<file path="src/rtl/mdu_iter.sv">
`default_nettype none
// ============================================================================
//  Module   : mdu_iter
//  Purpose  : Iterative integer multiply/divide unit for the LoongArch
//             MUL.W / MULH.W / MULH.WU / DIV.W / MOD.W / DIV.WU / MOD.WU family.
//             Radix-2 shift-add multiply and restoring divide, one bit per
//             cycle, with a valid/ready request and response handshake.
//  Ports    : clk, rst            clock, synchronous active-high reset
//             req_valid/req_ready request handshake
//             req_op/a/b/tag      operation, sources, destination tag
//             flush               abort any in-flight operation
//             resp_valid/ready    response handshake
//             resp_data/tag       result and its destination tag
//             busy                high whenever not IDLE
//  Revision : 1.0  initial release
// ============================================================================
module mdu_iter #(
    parameter int WIDTH = 32,
    parameter int TAG_W = 5
) (
    input  logic             clk,
    input  logic             rst,
    input  logic             req_valid,
    output logic             req_ready,
    input  logic [2:0]       req_op,
    input  logic [WIDTH-1:0] req_a,
    input  logic [WIDTH-1:0] req_b,
    input  logic [TAG_W-1:0] req_tag,
    input  logic             flush,
    output logic             resp_valid,
    input  logic             resp_ready,
    output logic [WIDTH-1:0] resp_data,
    output logic [TAG_W-1:0] resp_tag,
    output logic             busy
);

    localparam int                 c_CNT_W    = $clog2(WIDTH + 1);
    localparam logic [c_CNT_W-1:0] c_CNT_INIT = c_CNT_W'(WIDTH);
    localparam logic [c_CNT_W-1:0] c_CNT_ONE  = c_CNT_W'(1);
    localparam logic [WIDTH-1:0]   c_ONE      = WIDTH'(1);
    localparam logic [2*WIDTH-1:0] c_PROD_ONE = (2*WIDTH)'(1);

    localparam logic [2:0] c_OP_MUL_W   = 3'd0;
    localparam logic [2:0] c_OP_MULH_W  = 3'd1;
    localparam logic [2:0] c_OP_MULH_WU = 3'd2;
    localparam logic [2:0] c_OP_DIV_W   = 3'd3;
    localparam logic [2:0] c_OP_MOD_W   = 3'd4;
    localparam logic [2:0] c_OP_DIV_WU  = 3'd5;
    localparam logic [2:0] c_OP_MOD_WU  = 3'd6;

    typedef enum logic [1:0] {
        S_IDLE = 2'd0,
        S_CALC = 2'd1,
        S_FIX  = 2'd2,
        S_DONE = 2'd3
    } state_t;

    state_t             r_state;
    logic [2:0]         r_op;
    logic [TAG_W-1:0]   r_tag;
    logic               r_a_neg;
    logic               r_b_neg;
    logic [WIDTH-1:0]   r_a_mag;     // multiplicand / dividend magnitude
    logic [WIDTH-1:0]   r_b_mag;     // divisor magnitude
    logic [2*WIDTH-1:0] r_prod;      // upper: partial sum, lower: remaining multiplier bits
    logic [WIDTH:0]     r_rem;       // partial remainder
    logic [WIDTH-1:0]   r_quo;       // dividend bits shift out, quotient bits shift in
    logic [c_CNT_W-1:0] r_cnt;

    // ---------------- request decode: magnitudes and signs ----------------
    logic             w_req_signed;
    logic             w_a_neg;
    logic             w_b_neg;
    logic [WIDTH-1:0] w_a_mag;
    logic [WIDTH-1:0] w_b_mag;

    assign w_req_signed = (req_op == c_OP_MULH_W) || (req_op == c_OP_DIV_W) ||
                          (req_op == c_OP_MOD_W);
    assign w_a_neg = w_req_signed & req_a[WIDTH-1];
    assign w_b_neg = w_req_signed & req_b[WIDTH-1];
    assign w_a_mag = w_a_neg ? (~req_a + c_ONE) : req_a;
    assign w_b_mag = w_b_neg ? (~req_b + c_ONE) : req_b;

    // ---------------- multiply step ----------------
    logic [WIDTH:0]     w_mul_sum;
    logic [2*WIDTH-1:0] w_prod_next;

    assign w_mul_sum   = {1'b0, r_prod[2*WIDTH-1:WIDTH]} +
                         (r_prod[0] ? {1'b0, r_a_mag} : {(WIDTH+1){1'b0}});
    assign w_prod_next = {w_mul_sum, r_prod[WIDTH-1:1]};

    // ---------------- restoring divide step ----------------
    // The remainder is always below the divisor, so the shifted value fits in
    // WIDTH+1 bits; the extra top bit only serves as the borrow detector.
    logic [WIDTH+1:0] w_div_shift;
    logic [WIDTH+1:0] w_div_diff;
    logic             w_div_ge;

    assign w_div_shift = {r_rem, r_quo[WIDTH-1]};
    assign w_div_diff  = w_div_shift - {2'b00, r_b_mag};
    assign w_div_ge    = ~w_div_diff[WIDTH+1];

    // ---------------- sign fix-up and result select ----------------
    logic               w_sign_diff;
    logic               w_div_zero;
    logic [2*WIDTH-1:0] w_prod_fix;
    logic [WIDTH-1:0]   w_quo_fix;
    logic [WIDTH-1:0]   w_rem_fix;
    logic [WIDTH-1:0]   w_result;

    assign w_sign_diff = r_a_neg ^ r_b_neg;
    assign w_div_zero  = (r_b_mag == '0);
    assign w_prod_fix  = w_sign_diff ? (~r_prod + c_PROD_ONE) : r_prod;
    // Divide by zero yields all ones regardless of signedness; the raw
    // magnitude quotient would otherwise be negated for a negative dividend.
    assign w_quo_fix   = w_div_zero  ? '1 :
                         w_sign_diff ? (~r_quo + c_ONE) : r_quo;
    assign w_rem_fix   = r_a_neg ? (~r_rem[WIDTH-1:0] + c_ONE) : r_rem[WIDTH-1:0];

    always_comb begin
        w_result = '0;
        case (r_op)
            c_OP_MUL_W:                w_result = w_prod_fix[WIDTH-1:0];
            c_OP_MULH_W, c_OP_MULH_WU: w_result = w_prod_fix[2*WIDTH-1:WIDTH];
            c_OP_DIV_W,  c_OP_DIV_WU:  w_result = w_quo_fix;
            c_OP_MOD_W,  c_OP_MOD_WU:  w_result = w_rem_fix;
            default:                   w_result = '0;
        endcase
    end

    // ---------------- control and datapath registers ----------------
    always_ff @(posedge clk) begin
        if (rst) begin
            r_state    <= S_IDLE;
            r_op       <= '0;
            r_tag      <= '0;
            r_a_neg    <= 1'b0;
            r_b_neg    <= 1'b0;
            r_a_mag    <= '0;
            r_b_mag    <= '0;
            r_prod     <= '0;
            r_rem      <= '0;
            r_quo      <= '0;
            r_cnt      <= '0;
            req_ready  <= 1'b1;
            resp_valid <= 1'b0;
            resp_data  <= '0;
            resp_tag   <= '0;
            busy       <= 1'b0;
        end else if (flush) begin
            // Aborts work in flight and blocks acceptance in IDLE.
            r_state    <= S_IDLE;
            req_ready  <= 1'b1;
            resp_valid <= 1'b0;
            busy       <= 1'b0;
        end else begin
            case (r_state)
                S_IDLE: begin
                    if (req_valid) begin
                        r_op      <= req_op;
                        r_tag     <= req_tag;
                        r_a_neg   <= w_a_neg;
                        r_b_neg   <= w_b_neg;
                        r_a_mag   <= w_a_mag;
                        r_b_mag   <= w_b_mag;
                        r_prod    <= {{WIDTH{1'b0}}, w_b_mag};
                        r_rem     <= '0;
                        r_quo     <= w_a_mag;
                        r_cnt     <= c_CNT_INIT;
                        r_state   <= S_CALC;
                        req_ready <= 1'b0;
                        busy      <= 1'b1;
                    end
                end
                S_CALC: begin
                    // Both datapaths step together; the op picks one at FIX.
                    // The counter-exhausted cycle keeps the total latency fixed.
                    if (r_cnt != '0) begin
                        r_prod <= w_prod_next;
                        r_rem  <= w_div_ge ? w_div_diff[WIDTH:0] : w_div_shift[WIDTH:0];
                        r_quo  <= {r_quo[WIDTH-2:0], w_div_ge};
                        r_cnt  <= r_cnt - c_CNT_ONE;
                    end else begin
                        r_state <= S_FIX;
                    end
                end
                S_FIX: begin
                    resp_data  <= w_result;
                    resp_tag   <= r_tag;
                    resp_valid <= 1'b1;
                    r_state    <= S_DONE;
                end
                S_DONE: begin
                    if (resp_ready) begin
                        resp_valid <= 1'b0;
                        req_ready  <= 1'b1;
                        busy       <= 1'b0;
                        r_state    <= S_IDLE;
                    end
                end
                default: r_state <= S_IDLE;
            endcase
        end
    end

endmodule
`default_nettype wire

</file>
<file path="config.mk">
export PLATFORM = sky130hd
export DESIGN_NAME = mdu_iter
export DESIGN_NICKNAME = d
export VERILOG_FILES = /design/src/rtl/mdu_iter.sv
export SDC_FILE = /design/constraint.sdc
export NUM_CORES = 1
export LEC_CHECK = 0
export CORE_MARGIN = 2
export CORE_UTILIZATION = 55
export DETAILED_ROUTE_END_ITERATION = 10
export GPL_ROUTABILITY_DRIVEN = 0
export PLACE_DENSITY = 0.78
export SETUP_SLACK_MARGIN = 0.5
export SLEW_MARGIN = 5
export SYNTH_ARGS = -nofsm -noshare
export SYNTH_HDL_FRONTEND = slang
export SYNTH_SLANG_ARGS = --single-unit
</file>
<file path="constraint.sdc">
create_clock -name clk -period 9.73 [get_ports clk]
set_input_delay 1.946 -clock clk [delete_from_list [all_inputs] [get_ports clk]]
set_output_delay 1.946 -clock clk [all_outputs]
set_load 0.02 [all_outputs]
</file>
==> results.ini, run 1 <==
[run_status]
outcome = finished clean

[detailed_routing]
ant_nets = 0
dr.pass1.iters = 10
wire_per_inst_um = 21.07
dr_total_vias = 18366
drt_iter0_markers = 2610
drc = 0
viasPerCell = 6.654
totalWireLength_mm = 58.14

[timing]
period_minus_slack_ns = 4.784
timing_max_transition_violations_final = 0
holdWs_ns = 0.4514
relSlewSlack_pct = 18.00
finalSetupViolations = 0
hold_viol = 0
setup_ws_ns = 4.946
rsz0062_at_grt = no
clock-skew-final_ns = 0.01470
tns_ns = 0
worst_slew_pin_slew_ns = 1.225
clock.fmax_ghz = 0.2090
min_period_over_period_pct = 49.16

[finish]
area_growth_pct = 12.77
layout-drive-gt1-share_pct = 4.623
fillers = 2800
nets = 2495
fin_util_pct = 62.89
diodes = 0

[job]
maxCapViolCount = 0

[clock_tree]
cts_resized = 0
cts.path.max_buffers = 3
insertion_delay_ns = 0.56
htreeDepth = 1
cts_buffers = 28
cts_setup_buffers = 0
root_buffer = clkbuf_16
cts_tree = yes
path_clk_slew_ns = 0.06
hold_buffers = 0
cts_sinks = 251

[floorplanning]
io_pins = 117
num_rows = 65
die_x_um = 182.9
start_util_pct = 55.77
core-area_sq_mm = 0.03156
die_area_sq_mm = 0.03344
die_y_um = 182.9

[synth]
synth_edf_count = 0
seq_area_frac_synth_pct = 28.56
avgSynthCellArea_sq_um = 7.585
synth_seq_cells = 251
synthFlopType = dfxtp_1
synth_cell_types = 77
synth_nets = 2474
synth_area_sq_mm = 0.01760
async_flop_share_pct = 0
yosys_warnings = 0
synth_cells = 2320

[setup_path]
cp_max_fo = 16
cpPeakStageDelay_ns = 1.03
critical_path_class = input port to flop
crit_chain = clkdlybuf4s50_1 -> nor2b_1 -> buf_4 -> nand2_1 -> nor2_1 -> nand2_1 -> nor2_1 -> a21oi_1 -> o21ai_0
cp.required_ns = 10.20
critPathLaunchType = input port
setup.worst_path.end_class = flop
slowest_stage = nor2_1
worstPathArrival_ns = 5.26
timing.critical_path.max_delay_family = simple AND/OR/NAND/NOR gates
crit_buf_inv = 2

[placed_design]
hpwlAfterDp_mm = 43.08
portBuffers = 116
dp_slack_ns = 4.461

[global_routing]
grt_pass1_vias = 16812
antenna_found_initial = 0
busiest_layer = met2
grt_pass1_wl_mm = 92.22
grt_usage_pct = 33.98
grt_max_degree = 83
globalRouteMet2Util_pct = 53.00
use_met3_pct = 6.910
grtUsageMet1_pct = 46.33
overflow = 0

[power_and_ir_drop]
power.share.clock_pct = 38.9
pwr_density_cell_mw_per_mm2 = 140.3
pwr-share-comb_pct = 20.7
p_sw_share_pct = 31.00
p_total_mw = 2.785
vdd_drop_max_mv = 0.1409
internal-power_mw = 1.922
static-leakage-power_nw = 7.669
pwr-share-seq_pct = 40.4
switching_power_mw = 0.8631

[worst_hold_path]
hold_path_class = flop to flop

==> layout make-up <==
cell class / count / area (sq um) / area share (%)
clock buffers: 34 / 764.5 / 3.852
flip-flops and latches: 251 / 5025 / 25.32
clock inverters: 13 / 155.1 / 0.7818
inverters: 77 / 289.0 / 1.456
multi-input cells: 1844 / 11780 / 59.34
well taps: 402 / 503.0 / 2.535
repair buffers: 139 / 1331 / 6.709
==> worst reg2reg max path: cells and delay by family, from the launching register on <==
family / cells / cell delay, ns
adder cells (fa/ha/maj): 1 / 0.29
AO/OA/AOI/OAI: 8 / 2.56
AND/OR/NAND/NOR: 1 / 0.26
flip-flops: 1 / 0.31
buffers and inverters: 1 / 0.32
XOR/XNOR: 1 / 0.14
==> registers in the layout, summed over array words and instances, names as in the netlist, 2 cells and up <==
signal	cells
r_tag	5
resp_tag	5
r_quo	32
r_rem	33
r_prod	64
r_op	3
r_b_mag	32
r_cnt	6
r_a_mag	32
r_state	2
resp_data	32
==> path summary, 6_finish.rpt <==
check                startpoint            end  slack [ns]  cells after the start
setup / recovery          flush  resp_data[16]        4.95                      9
hold / removal    resp_data[15]  resp_data[15]        0.45                      2
setup reg to reg      r_prod[0]     r_prod[55]        5.72                     12
hold reg to reg   resp_data[15]  resp_data[15]        0.45                      2
==> routing by layer <==
layer,vias to the layer above,share of wire [%]
met4,2,4.4
met3,168,11
met1,8563,41
met5,-,0.024
met2,1140,43
li1,8493,-
==> power groups by stage <==
stage,clock (mW),combinational [mW],sequential (mW)
after global routing,1.14,0.625,1.13
after global placement,0,0.544,1.14
after detailed placement,0,0.556,1.14
final,1.08,0.577,1.12
after floorplan,0,0.401,1.12
after CTS,1.08,0.561,1.12
==> through the flow <==
step / cells / instance area [sq um]
2_1_floorplan: 2320 / 17600
3_3_place_gp: 2713 / 18920
3_5_place_dp: 2713 / 18920
4_1_cts: 2760 / 19840
5_1_grt: 2760 / 19840
6_report: 2760 / 19840
==> placed cells by master, fill, tap and decap left out, types with 15 or more instances in the layout <==
master / synthesis / routed
o31ai_1: 36 / 36
clkdlybuf4s50_1: 0 / 115
nor2b_1: 16 / 16
clkbuf_16: 0 / 29
o21a_1: 17 / 17
nand2_1: 220 / 220
or4_1: 23 / 23
a211oi_1: 37 / 37
or3_1: 24 / 24
inv_1: 77 / 77
a222oi_1: 61 / 61
a31oi_1: 17 / 17
a21oi_1: 177 / 177
xor2_1: 121 / 120
a22oi_1: 30 / 30
ha_1: 75 / 75
nor4_1: 36 / 36
buf_4: 0 / 24
dfxtp_1: 251 / 251
o21ai_0: 187 / 187
nor2_1: 262 / 259
o221ai_1: 20 / 20
nand4_1: 15 / 15
a21o_1: 32 / 32
and2_1: 39 / 38
nor3_1: 68 / 68
nand3_1: 31 / 31
xnor2_1: 119 / 118
==> cell families after synthesis <==
kind of cell	count (synthesis)	share of synthesized area, %
muxes	8	0.4622
adders and majority gates	77	5.560
buffers and inverters	225	4.885
xor gates and xnor gates	240	11.95
and+or+nand+nor	800	21.52
DFF	251	28.56
AOI/OAI and AO/OA	719	27.07
==> cells in the mapped netlist (37+ instances only) <==
| master | instances | area [sq um] |
|---|---|---|
| nor3_1 | 68 | 340.3 |
| clkbuf_1 | 138 | 518.0 |
| o21ai_0 | 187 | 935.9 |
| and2_1 | 39 | 244.0 |
| xor2_1 | 121 | 1060 |
| dfxtp_1 | 251 | 5025 |
| nor2_1 | 262 | 983.4 |
| a211oi_1 | 37 | 277.8 |
| xnor2_1 | 119 | 1042 |
| a222oi_1 | 61 | 610.6 |
| ha_1 | 75 | 938.4 |
| a21oi_1 | 177 | 885.9 |
| nand2_1 | 220 | 825.8 |
| inv_1 | 77 | 289.0 |
Power figures use the tool's default switching activity.
==> inputs of run 2 (changes only) <==
PLACE_DENSITY = 0.81   (was 0.78)
clock period = 4.18 ns   (was 9.73 ns; I/O delays follow)
==> run 2 against run 1 <==
  * The flow now finishes with violations (DRC)
  * Final cell count rose by 0.65%
  * Sequential cell count did not move
  * Power rose by 140%
  * Worst hold slack improved by 0.0040 ns
  * Global-route usage barely moved
  * Clock power rose to 2.5 times the previous value
  * Via count rose by 1.2%
  * Critical path depth rose by 1
  * Clock skew rose by 0.0043 ns
  * Routed wire length rose by 0.27%
  * Combinational power rose by 130%
  * Critical path type is now flop to flop
  * Largest power group is now the clock network
==> results.ini, run 2 (synthesis results as in run 1) <==
[setup_path]
r2r_end = resp_data[28]
reg2reg_depth = 10  ; -2
worstPathArrival_ns = 4.03  ; -1.23 ns
cpPeakStageDelay_ns = 0.59  ; -0.44 ns
r2r_slack_ns = 0.57  ; -5.15 ns
critPathLaunchType = flop
critical_path_class = flop to flop
crit_chain = buf_4 -> or4_1 -> nor4_1 -> nor3b_4 -> a21oi_1 -> xor2_1 -> o21ai_0 -> o221ai_1 -> a21oi_1 -> o21ai_0
rr_startpoint = r_quo[8]
cp_max_fo = 8  ; -8
timing.critical_path.max_delay_family = simple AND/OR/NAND/NOR gates
slowest_stage = or4_1
setup.worst_path.end_class = flop
crit_buf_inv = 1  ; -1
cp.required_ns = 4.60  ; -5.60 ns

[finish]
diodes = 0  ; unchanged
final_area_sq_mm = 0.02009  ; +1.2%
fin_util_pct = 63.66  ; +0.77 points
layout-drive-gt1-share_pct = 5.513  ; +0.89 points
final-seq-area_sq_mm = 0.005026  ; about the same
reg_top3 = r_prod: 64 flops, r_rem: 33 flops
fillers = 2718  ; -2.9%
finalNonFillerCells = 2778  ; +0.65%
nets = 2509  ; +0.56%
largest_register_ffs = 64  ; unchanged
top_register = r_prod
area_growth_pct = 14.15
layout_common_cells = nor2_1, dfxtp_1, nand2_1, o21ai_0, a21oi_1
multi_input_area_sq_mm = 0.01180  ; +0.16%
layout_commonest_cell = nor2_1

[power_and_ir_drop]
power.share.clock_pct = 40.7  ; +1.8 points
vdd_drop_max_mv = 0.3585  ; +150%
internal-power_mw = 4.682  ; +140%
static-leakage-power_nw = 7.794  ; +1.6%
pwr-share-comb_pct = 20.1  ; -0.6 points
pwr_density_cell_mw_per_mm2 = 333.6  ; +140%
pwr-share-seq_pct = 39.2  ; -1.2 points
switching_power_mw = 2.019  ; +130%
p_sw_share_pct = 30.13  ; -0.87 points

[floorplanning]
core-area_sq_mm = 0.03156  ; unchanged
die_y_um = 182.9  ; unchanged
io_pins = 117  ; unchanged
num_rows = 65  ; unchanged
die_area_sq_mm = 0.03344  ; unchanged
start_util_pct = 55.77  ; unchanged
die_x_um = 182.9  ; unchanged

[timing]
hold_viol = 0  ; unchanged
clock.fmax_ghz = 0.2769
relSlewSlack_pct = 26.32  ; +8.3 points
rsz0062_at_grt = no
setup_ws_ns = 0.5688  ; -4.378 ns
worst_slew_pin_slew_ns = 1.103  ; -0.1226 ns
tns_ns = 0  ; unchanged
finalSetupViolations = 0  ; unchanged
min_period_over_period_pct = 86.39
clock-skew-final_ns = 0.01900  ; +0.004299 ns
period_minus_slack_ns = 3.611
timing_max_transition_violations_final = 0  ; unchanged

[placed_design]
hpwlAfterDp_mm = 43.51  ; +1.0%
portBuffers = 116  ; unchanged
dp_cells = 2727  ; +0.52%
post_dp_cell_area_sq_mm = 0.01904  ; +0.62%
dp_slack_ns = 0.1932  ; -4.268 ns

[detailed_routing]
wire_per_inst_um = 20.98  ; -0.38%
totalWireLength_mm = 58.30  ; +0.27%
dr.pass1.iters = 11  ; +1
viasPerCell = 6.689  ; +0.52%
drt_iter0_markers = 2700  ; +3.4%
ant_nets = 0  ; unchanged
dr_total_vias = 18582  ; +1.2%
drc = 3  ; +3

[clock_tree]
cts_tree = yes
cts_sinks = 251  ; unchanged
cts_setup_buffers = 0  ; unchanged
hold_buffers = 0  ; unchanged
path_clk_slew_ns = 0.06  ; about the same
htreeDepth = 1  ; unchanged
cts_buffers = 28  ; unchanged
root_buffer = clkbuf_16
insertion_delay_ns = 0.57  ; about the same
cts.path.max_buffers = 3  ; unchanged

[global_routing]
antenna_found_initial = 2  ; +2
grt_pass1_wl_mm = 91.65  ; -0.61%
grt_pass1_vias = 16927  ; +0.68%
overflow = 0  ; unchanged
grt_usage_pct = 34.01  ; about the same
grt_max_degree = 76  ; -8.4%

[worst_hold_path]
hold_end = r_tag[4]
hp-start = r_tag[4]
hold_path_class = flop to flop
holdPathStages = 2  ; unchanged

[run_status]
outcome = finished with violations
failed_checks = DRC

[job]
maxCapViolCount = 0  ; unchanged

==> run 2: cell types whose count changed in the layout (fill, tap and decap cells not counted), sizes merged <==
cell,before,now
buf,24,38
bufinv,3,5
clkinvlp,3,4
clkinv,6,4
clkbuf,34,37
==> run 2: per-stage QoR <==
| step | hold WS, ns | power (mW) |
|---|---|---|
| after floorplan | 0.4317 | 3.546 |
| after global placement | 0.4380 | 3.926 |
| after detailed placement | 0.4481 | 3.960 |
| after CTS | 0.4566 | 6.661 |
| after global routing | 0.4791 | 6.929 |
| final | 0.4554 | 6.701 |
==> run 2: worst max path at each step <==
| stage | start | to | slack [ns] | cells after the start |
|---|---|---|---|---|
| finish | r_quo[8] | resp_data[28] | 0.57 | 10 |
| CTS | r_prod[0] | r_prod[55] | 0.56 | 14 |
| floorplan | req_a[8] | r_quo[31] | 0.83 | 9 |
| detailed placement | req_a[14] | r_quo[31] | 0.19 | 10 |
| global route | r_prod[0] | r_prod[55] | 0.52 | 14 |
| global placement | req_a[8] | r_quo[31] | 0.21 | 10 |
==> run 2: power by group through the flow <==
stage               clock, mW  combinational [mW]  sequential [mW]
floorplan                   0               0.933             2.61
global placement            0                1.26             2.67
detailed placement          0                1.29             2.67
CTS                      2.74                1.30             2.62
global route             2.84                1.46             2.63
finish                   2.73                1.35             2.63
==> run 2: tightest hold or removal path, stage by stage (launching register included) <==
cell	delay [ns]
dfxtp_1	0.31
nand2_1	0.05
a21oi_1	0.05
==> run 2: final cells by class <==
type | instances | share of cell area, %
Clock buffer | 37 | 4.061
Clock inverter | 14 | 1.040
Inverter | 77 | 1.439
Multi-Input combinational cell | 1844 | 58.72
Sequential cell | 251 | 25.02
Tap cell | 402 | 2.504
Timing Repair Buffer | 153 | 7.213
==> run 2: layer usage <==
layer	global-route usage [%]	routed length [um]	up-vias	part of all wire (%)
li1	-	-	8527	-
met1	45.10	23350	8669	40
met2	52.37	24830	1153	43
met3	7.029	6487	231	11
met4	17.60	3618	2	6.2
met5	0	13	-	0.022
==> run 2: timing repair <==
| item | 4_1_cts | 5_1_grt |
|---|---|---|
| hold endpoints to repair | 0 | 0 |
| gates resized for setup | 0 | 5 |
| endpoints found under the setup margin | 0 | 9 |
